--- config.mk ---
export PLATFORM = sky130hd
export DESIGN_NAME = i2c_slave_rx
export DESIGN_NICKNAME = d
export VERILOG_FILES = /design/src/rtl/i2c_pkg.sv /design/src/rtl/i2c_line_cond.sv /design/src/rtl/i2c_slave_rx.sv
export SDC_FILE = /design/constraint.sdc
export NUM_CORES = 1
export LEC_CHECK = 0
export BUFFER_PORTS_ARGS = -buffer_cell sky130_fd_sc_hd__buf_4
export CAP_MARGIN = 30
export CORE_AREA = 4 4 46 79
export DETAILED_ROUTE_END_ITERATION = 10
export DIE_AREA = 0 0 50 83
export GPL_TIMING_DRIVEN = 0
export PLACE_DENSITY_LB_ADDON = 0.08
export SLEW_MARGIN = 5
export SYNTH_ARGS = -nofsm -noshare
export SYNTH_HDL_FRONTEND = slang
export SYNTH_SLANG_ARGS = --single-unit
--- constraint.sdc ---
create_clock -name clk -period 1.55 [get_ports clk]
set_clock_uncertainty 0.1 [all_clocks]
set_input_delay 0.31 -clock clk [delete_from_list [all_inputs] [get_ports clk]]
set_output_delay 0.31 -clock clk [all_outputs]
set_load 0.02 [all_outputs]
--- src/rtl/i2c_pkg.sv ---
// Shared I2C definitions: slave FSM states, R/W encoding, default slave address
// (7'h50, i.e. the master's 8'hA0 write address byte).
package i2c_pkg;

  localparam int unsigned BYTE_W    = 8;
  localparam int unsigned BIT_CNT_W = 4;

  localparam logic       I2C_RW_WRITE   = 1'b0;
  localparam logic [6:0] I2C_SLAVE_ADDR = 7'h50;

  typedef enum logic [2:0] {
    IDLE,
    ADDR,
    ADDR_ACK,
    DATA,
    DATA_ACK,
    IGNORE
  } slave_state_t;

endpackage

--- src/rtl/i2c_line_cond.sv ---
// Bus line conditioner: 2-flop synchronizer, optional glitch filter and edge detect.
// FILT_LEN = 0 bypasses the filter; otherwise the level follows only FILT_LEN agreeing samples.
module i2c_line_cond #(
  parameter int unsigned FILT_LEN = 0
) (
  input  logic clk,
  input  logic rst,
  input  logic line_in,
  output logic level,
  output logic rise_c,
  output logic fall_c
);

  logic [1:0] sync;
  logic       prev;

  always_ff @(posedge clk) begin
    if (rst) sync <= 2'b11;
    else     sync <= {sync[0], line_in};
  end

  if (FILT_LEN > 0) begin : g_filt
    localparam int unsigned HIST_W = (FILT_LEN > 1) ? FILT_LEN - 1 : 1;
    logic [HIST_W-1:0]   hist;
    logic [FILT_LEN-1:0] win_c;
    logic                filt;

    assign win_c = FILT_LEN'({hist, sync[1]});

    // Level moves only once the whole window agrees; shorter pulses never do.
    always_ff @(posedge clk) begin
      if (rst) begin
        hist <= '1;
        filt <= 1'b1;
      end else begin
        hist <= HIST_W'({hist, sync[1]});
        if (&win_c)       filt <= 1'b1;
        else if (~|win_c) filt <= 1'b0;
      end
    end

    assign level = filt;
  end else begin : g_direct
    assign level = sync[1];
  end

  always_ff @(posedge clk) begin
    if (rst) prev <= 1'b1;
    else     prev <= level;
  end

  assign rise_c = level & ~prev;
  assign fall_c = ~level & prev;

endmodule

--- src/rtl/i2c_slave_rx.sv ---
// Write-only I2C slave receiver: START/STOP detect, address match with ACK, byte receive.
// Define I2C_SLAVE_GLITCH_FILTER_EN to insert a FILT_LEN-deep glitch filter on SCL/SDA.
module i2c_slave_rx
  import i2c_pkg::*;
#(
  parameter logic [6:0]  SLAVE_ADDR = I2C_SLAVE_ADDR,
  parameter int unsigned FILT_LEN   = 3
) (
  input  logic       clk,
  input  logic       rst,
  input  logic       scl_in,
  input  logic       sda_in,
  output logic       sda_oe,
  output logic [7:0] rx_data,
  output logic       rx_valid,
  output logic       addr_hit,
  output logic       stop_seen,
  output logic       busy
);

`ifdef I2C_SLAVE_GLITCH_FILTER_EN
  localparam bit FILT_EN = 1'b1;
`else
  localparam bit FILT_EN = 1'b0;
`endif
  localparam int unsigned COND_FILT_LEN = FILT_EN ? FILT_LEN : 32'd0;

  logic scl_s, scl_rise_c, scl_fall_c;
  logic sda_s, sda_rise_c, sda_fall_c;
  logic start_c, stop_c;

  i2c_line_cond #(.FILT_LEN(COND_FILT_LEN)) u_scl (
    .clk    (clk),
    .rst    (rst),
    .line_in(scl_in),
    .level  (scl_s),
    .rise_c (scl_rise_c),
    .fall_c (scl_fall_c)
  );

  i2c_line_cond #(.FILT_LEN(COND_FILT_LEN)) u_sda (
    .clk    (clk),
    .rst    (rst),
    .line_in(sda_in),
    .level  (sda_s),
    .rise_c (sda_rise_c),
    .fall_c (sda_fall_c)
  );

  // SCL high in both samples (high now and not just risen) while SDA toggles.
  assign start_c = scl_s & ~scl_rise_c & sda_fall_c;
  assign stop_c  = scl_s & ~scl_rise_c & sda_rise_c;

  slave_state_t         state, state_n;
  logic [BIT_CNT_W-1:0] bit_cnt, bit_cnt_n;
  logic [BYTE_W-1:0]    shift, shift_n, shift_in_c, rx_data_n;
  logic                 sda_oe_n, rx_valid_n, addr_hit_n, stop_seen_n, busy_n;

  always_ff @(posedge clk) begin
    if (rst) begin
      state     <= IDLE;
      bit_cnt   <= '0;
      shift     <= '0;
      sda_oe    <= 1'b0;
      rx_data   <= '0;
      rx_valid  <= 1'b0;
      addr_hit  <= 1'b0;
      stop_seen <= 1'b0;
      busy      <= 1'b0;
    end else begin
      state     <= state_n;
      bit_cnt   <= bit_cnt_n;
      shift     <= shift_n;
      sda_oe    <= sda_oe_n;
      rx_data   <= rx_data_n;
      rx_valid  <= rx_valid_n;
      addr_hit  <= addr_hit_n;
      stop_seen <= stop_seen_n;
      busy      <= busy_n;
    end
  end

  always_comb begin
    state_n     = state;
    bit_cnt_n   = bit_cnt;
    shift_n     = shift;
    rx_data_n   = rx_data;
    sda_oe_n    = sda_oe;
    busy_n      = busy;
    rx_valid_n  = 1'b0;
    addr_hit_n  = 1'b0;
    stop_seen_n = 1'b0;
    shift_in_c  = {shift[BYTE_W-2:0], sda_s};

    if (stop_c && (state != IDLE)) begin
      state_n     = IDLE;
      sda_oe_n    = 1'b0;
      busy_n      = 1'b0;
      stop_seen_n = 1'b1;
    end else if (start_c) begin
      state_n   = ADDR;
      bit_cnt_n = '0;
      sda_oe_n  = 1'b0;
      busy_n    = 1'b1;
    end else begin
      case (state)
        ADDR, DATA: begin
          if (scl_rise_c) begin
            shift_n   = shift_in_c;
            bit_cnt_n = bit_cnt + BIT_CNT_W'(1);
            if (bit_cnt == BIT_CNT_W'(7)) begin
              if (state == DATA) begin
                rx_data_n  = shift_in_c;
                rx_valid_n = 1'b1;
                state_n    = DATA_ACK;
              end else if ((shift_in_c[7:1] == SLAVE_ADDR) && (shift_in_c[0] == I2C_RW_WRITE)) begin
                addr_hit_n = 1'b1;
                state_n    = ADDR_ACK;
              end else begin
                state_n = IGNORE;
              end
            end
          end
        end
        // First fall ends bit 8 and starts the ACK drive; second fall ends the ACK clock.
        ADDR_ACK, DATA_ACK: begin
          if (scl_fall_c) begin
            if (!sda_oe) begin
              sda_oe_n = 1'b1;
            end else begin
              sda_oe_n  = 1'b0;
              bit_cnt_n = '0;
              state_n   = DATA;
            end
          end
        end
        IGNORE:  sda_oe_n = 1'b0;
        default: ;
      endcase
    end
  end

endmodule
==> impl_metrics.json, run 1 <==
{
  "status": "finished, violations left",
  "violations": "negative setup slack",
  "worst_pin_slew_ns": 0.564,
  "path_buf_inv": 1,
  "routed_wl_um": 3760,
  "yosysTopAreaCell": "dfxtp_1",
  "synth_seq_cells": 33,
  "dp_slack_ns": -0.341,
  "nets": 200,
  "cp_top_family": "simple AND/OR/NAND/NOR gates",
  "start_util": 0.486,
  "ys_top_cells_by_area": "dfxtp_1, nand2b_1, mux2i_1",
  "vdd_drop_max_mv": 0.509,
  "cp_max_fo": 5,
  "fin_setup_tns_ns": -1.27,
  "clockRootBuffer": "clkbuf_8",
  "p_sw_mw": 0.403,
  "diodes": 0,
  "avgSynthCellArea_um2": 8.95,
  "hold_viol": 0,
  "drt_first_pass_iters": 4,
  "cts_tree": "done",
  "drv_cap": 0,
  "die_height_um": 83,
  "crit_type": "reg -> reg",
  "drt_iter0_markers": 33,
  "grt_antenna_before_repair": 0,
  "drive_gt1_frac": 0.398,
  "worstPathRequired_ns": 1.63,
  "synth_edf_count": 0,
  "boundaryPins": 17,
  "grt_max_degree": 11,
  "grtUsageTotal": 0.196,
  "multi_input_area_um2": 936,
  "synth_nets": 172,
  "p_clk_frac": 0.415,
  "drc": 0,
  "crit_chain": "or3_4 -> nand4_1 -> buf_6 -> nand2_1 -> o211a_1",
  "cts_sinks": 33,
  "finalSetupViolations": 20,
  "synth_top_area_frac": 0.442,
  "clock_latency_ns": 0.28,
  "coreArea_um2": 3070,
  "via_per_inst": 5.69,
  "synth_cells": 167,
  "final-max-slew-violation-count": 0,
  "areaGrowthSynthToFinish_pct": 34.2,
  "r2r_cells": 5,
  "seq_area_frac_synth": 0.442,
  "clockBufferDepth": 2,
  "wl_per_cell_um": 15.7,
  "async_reset_ff_frac": 0,
  "syn-cell-area_um2": 1500,
  "synth-main-ff-cell": "dfxtp_1",
  "start_kind": "flip-flop",
  "antenna_left": 0,
  "fin_crit_ns": 1.66,
  "crit_path_end_kind": "flip-flop",
  "fillers": 253,
  "cts_buffers": 5,
  "dp_hpwl_um": 2550,
  "overflow": 0,
  "worst_slack_ns": -0.114,
  "netlist-cell-type-count": 46,
  "p_int_mw": 1.32,
  "r2r-start": "state[1]",
  "clk_pin_slew_ns": 0.07,
  "rows": 27,
  "slew_headroom": 0.624,
  "rsz0062_at_grt": "true",
  "dieArea_um2": 4150,
  "critPathMaxStageDelay_ns": 0.39,
  "seqCellArea_um2": 669,
  "seqPwrFrac": 0.508,
  "grt_pass1_vias": 1343,
  "hold_path_class": "in -> reg",
  "power_density_nw_per_um2": 857,
  "cts_max_level": 2,
  "die_width_um": 50,
  "rrSetupSlack_ns": -0.11,
  "arrival_ns": 1.74,
  "worstHoldEndpoint": "u_sda.sync[0]",
  "fin_crit_sh": 1.07,
  "power_frac_comb": 0.077,
  "gp_congestion": 0.854,
  "io_buffers": 16,
  "fin_util": 0.653,
  "cp_slowest_cell": "or3_4",
  "sw_frac_of_total": 0.234,
  "via_count": 1361,
  "hold_depth": 2,
  "clock.fmax_ghz": 0.601,
  "p_leak_nw": 0.695,
  "rr_endpoint": "state[0]",
  "yosysWarnings": 0,
  "hold_ws_ns": 0.106,
  "grt_pass1_wl_um": 6320,
  "min_from": "sda_in"
}
==> area by class of cell <==
| type | count | share of cell area |
|---|---|---|
| buffer | 6 | 0.0193 |
| clock buffer | 7 | 0.0480 |
| clock inverter | 1 | 0.00249 |
| tap | 43 | 0.0268 |
| inverter | 4 | 0.00748 |
| multi-input combinational | 120 | 0.466 |
| sequential | 33 | 0.334 |
| timing repair buffer | 25 | 0.0960 |
==> power by group through the flow <==
stage / Combinational, mW / Clock [mW] / Sequential, mW
2_1_floorplan: 0.0690 / 0 / 0.889
3_3_place_gp: 0.0987 / 0 / 0.891
3_5_place_dp: 0.101 / 0 / 0.892
4_1_cts: 0.116 / 0.733 / 0.872
5_1_grt: 0.143 / 0.763 / 0.875
6_report: 0.132 / 0.714 / 0.874
==> timing repair <==
action	4_1_cts	5_1_grt
resized for setup	24	23
buffers inserted	5	3
hold buffers	0	0
gates cloned	1	0
pin swaps	10	8
endpoints found under the setup margin	25	25
==> kinds of logic (layout without fill, tap and decap cells) <==
family / after synthesis / after routing / share of synthesized area
adder cells (fa/ha/maj): 1 / 1 / 0.00837
XOR/XNOR: 2 / 2 / 0.0117
AO/OA/AOI/OAI: 42 / 42 / 0.172
multiplexers: 8 / 8 / 0.0536
buffers and inverters: 14 / 43 / 0.0452
AND/OR/NAND/NOR: 67 / 67 / 0.268
flip-flops: 33 / 33 / 0.442
==> synth_stat cells (all sizes together) (2+ instances only) <==
cell type and number:
mux2i 8, nor3 5, or2 7, nand2 4, nor2 7, and3 2, dfxtp 33, clkbuf 5
inv 4, buf 5, o21ai 17, a311oi 2, or3 2, nand2b 17, nand3 11, a31oi 2
a21oi 12
==> layout by cell type (no fill, tap or decap), types with 3 or more instances in the layout <==
cell / n
buf_6: 4
mux2i_1: 8
nor2_1: 7
nand3_2: 3
nand3_1: 6
o21ai_0: 4
buf_4: 22
o21ai_1: 10
a21oi_2: 6
dfxtp_2: 4
nand2_1: 3
clkbuf_8: 7
or2_2: 7
a21oi_1: 6
nand2b_1: 17
o21ai_2: 3
clkbuf_1: 3
inv_1: 4
dfxtp_1: 28
==> layer usage <==
metal  global-route usage  routed length, µm  vias to the layer above
met2                0.337               2090                       43
met4                0.121                174                        0
met5                    0                  0                        -
met1                0.212               1380                      643
li1                     -                  -                      657
met3               0.0377                113                       18
==> sequential cells by signal, summed over array words and instances (netlist names) <==
name,flops
stop_seen,1
u_scl.sync,2
rx_data,8
sda_oe,1
rx_valid,1
bit_cnt,4
busy,1
u_scl.prev,1
shift,7
u_sda.sync,2
u_sda.prev,1
addr_hit,1
state,3
==> worst max path at each step <==
| stage | start | end | slack [ns] | cells after the start |
|---|---|---|---|---|
| finish | state[1] | state[0] | -0.11 | 5 |
| global route | state[2] | rx_data[4] | -0.20 | 4 |
| CTS | state[1] | rx_data[3] | -0.11 | 4 |
| detailed placement | bit_cnt[0] | rx_data[3] | -0.34 | 6 |
| global placement | state[2] | rx_data[2] | -0.31 | 6 |
| floorplan | state[2] | bit_cnt[0] | -0.08 | 5 |
==> through the flow <==
stage / cells / instance area, µm² / power, mW
after CTS: 236 / 1890 / 1.72
after global routing: 239 / 2010 / 1.78
after floorplan: 167 / 1510 / 0.958
after global placement: 226 / 1680 / 0.990
after detailed placement: 226 / 1680 / 0.993
final: 239 / 2010 / 1.72
No activity file was read; power rests on OpenSTA's default activity.
==> run 2, diff against run 1 <==
Settings changed: CELL_PAD_IN_SITES_DETAIL_PLACEMENT set to 0, CELL_PAD_IN_SITES_GLOBAL_PLACEMENT set to 1, CORE_AREA 4 4 46 79 to 4 4 52 89, DIE_AREA 0 0 50 83 to 0 0 56 93.
==> run 2 against run 1 <==
- the run still ends with negative setup slack left
- final area did not move
- count of clock-buffer cells in the layout is 1 lower
- sequential share of layout area up 0.25 points
- sequential power about the same
- non-clock buffer count is 1 higher
- critical path type unchanged
==> impl_metrics.json, run 2 (synthesis results as in run 1) <==
{
  "status": "finished, violations left",
  "violations": "negative setup slack",
  "grt_antenna_before_repair": 0,
  "die_height_um": 93,
  "rr_endpoint": "state[0]",
  "clockRootBuffer": "clkbuf_8",
  "hold_path_class": "in -> reg",
  "power_density_nw_per_um2": 814,
  "cp_max_fo": 6,
  "drive_gt1_frac": 0.371,
  "coreArea_um2": 3900,
  "nets": 201,
  "grt_max_degree": 11,
  "cts_buffers": 5,
  "diodes": 0,
  "die_width_um": 56,
  "crit_path_end_kind": "flip-flop",
  "worstHoldEndpoint": "u_sda.sync[0]",
  "clock.fmax_ghz": 0.594,
  "grt_pass1_vias": 1352,
  "cts_sinks": 33,
  "cts_tree": "done",
  "hold_depth": 2,
  "dp_slack_ns": -0.353,
  "start_util": 0.383,
  "grt_pass1_wl_um": 6390,
  "areaGrowthSynthToFinish_pct": 34.2,
  "drt_iter0_markers": 59,
  "final-max-slew-violation-count": 0,
  "largest_register_ffs": 8,
  "crit_type": "reg -> reg",
  "fillers": 377,
  "r2r-start": "state[1]",
  "fin_crit_ns": 1.68,
  "drt_first_pass_iters": 4,
  "hold_viol": 0,
  "start_kind": "flip-flop",
  "worst_pin_slew_ns": 0.490,
  "gp_congestion": 0.804,
  "clk_pin_slew_ns": 0.07,
  "grtUsageTotal": 0.156,
  "dp_hpwl_um": 2730,
  "r2r_cells": 6,
  "routed_wl_um": 3870,
  "arrival_ns": 1.76,
  "worst_slack_ns": -0.135,
  "vdd_drop_max_mv": 0.412,
  "hold_buffers": 0,
  "fin_crit_sh": 1.09,
  "mostFrequentLayoutCells": "dfxtp_1, buf_4, nand2b_1, o21ai_1, a21oi_1",
  "rows": 30,
  "fin_setup_tns_ns": -1.09,
  "dieArea_um2": 5210,
  "min_from": "sda_in",
  "finalSetupViolations": 15,
  "top_regs": "rx_data: 8 flops, shift: 7 flops, bit_cnt: 4 flops",
  "io_buffers": 16,
  "hold_ws_ns": 0.108,
  "layout_commonest_cell": "dfxtp_1",
  "slew_headroom": 0.673,
  "overflow": 0,
  "drv_cap": 0,
  "drc": 0,
  "wl_per_cell_um": 15.8,
  "clock_latency_ns": 0.28,
  "antenna_left": 0,
  "largest-register": "rx_data",
  "p_leak_nw": 0.696,
  "cts_max_level": 2,
  "worstPathRequired_ns": 1.63,
  "rsz0062_at_grt": "true",
  "via_count": 1343,
  "via_per_inst": 5.48,
  "boundaryPins": 17,
  "clockBufferDepth": 2,
  "rrSetupSlack_ns": -0.13
}
==> run 2: per-layer routing <==
| layer | vias up | global-route usage | share of wire |
|---|---|---|---|
| met5 | - | 0 | 0 |
| met4 | 0 | 0.0970 | 0.027 |
| met3 | 11 | 0.0318 | 0.038 |
| met2 | 40 | 0.285 | 0.54 |
| met1 | 636 | 0.159 | 0.39 |
| li1 | 656 | - | - |
==> run 2: report_power, final <==
| group | switching [mW] | internal (mW) | total (mW) |
|---|---|---|---|
| registers | 0.0161 | 0.858 | 0.874 |
| clock network | 0.307 | 0.311 | 0.618 |
| logic | 0.0725 | 0.0684 | 0.141 |
| total | 0.396 | 1.24 | 1.63 |
==> run 2: area by class of cell <==
class | instances | area, µm² | share of cell area
sequential | 33 | 674 | 0.336
tap | 48 | 60.1 | 0.0299
multi-input combinational | 120 | 893 | 0.445
inverter | 4 | 15.0 | 0.00748
buffer | 6 | 42.5 | 0.0212
clock inverter | 2 | 10.0 | 0.00499
clock buffer | 6 | 72.6 | 0.0362
timing repair buffer | 26 | 239 | 0.119
==> run 2: worst max-delay path by stage <==
stage	depth (start not counted)	startpoint	endpoint	slack, ns
final	6	state[1]	state[0]	-0.13
after global routing	4	state[0]	bit_cnt[0]	-0.17
after CTS	4	state[1]	bit_cnt[0]	-0.12
after detailed placement	6	bit_cnt[0]	rx_data[0]	-0.35
after global placement	6	bit_cnt[0]	rx_data[1]	-0.33
after floorplan	5	state[2]	bit_cnt[0]	-0.08
==> run 2: critical path: stages (launching register included) <==
cell	delay, ns
dfxtp_4	0.36
or3_4	0.39
nand4_1	0.12
buf_4	0.15
buf_6	0.12
nand2_1	0.10
o211a_1	0.23
==> run 2: timing repair <==
action                     CTS  global route
gates cloned                 1             0
buffers inserted             6             3
pin swaps                   10             1
gates resized for setup     33            11
setup endpoints to repair   25            25
==> run 2: through the flow <==
stage,power [mW],instance area [µm²],util,instances
global route,1.69,2010,0.514,245
detailed placement,0.994,1690,0.432,231
finish,1.63,2010,0.514,245
CTS,1.64,1950,0.500,243
global placement,0.993,1690,0.432,231
floorplan,0.958,1510,-,167
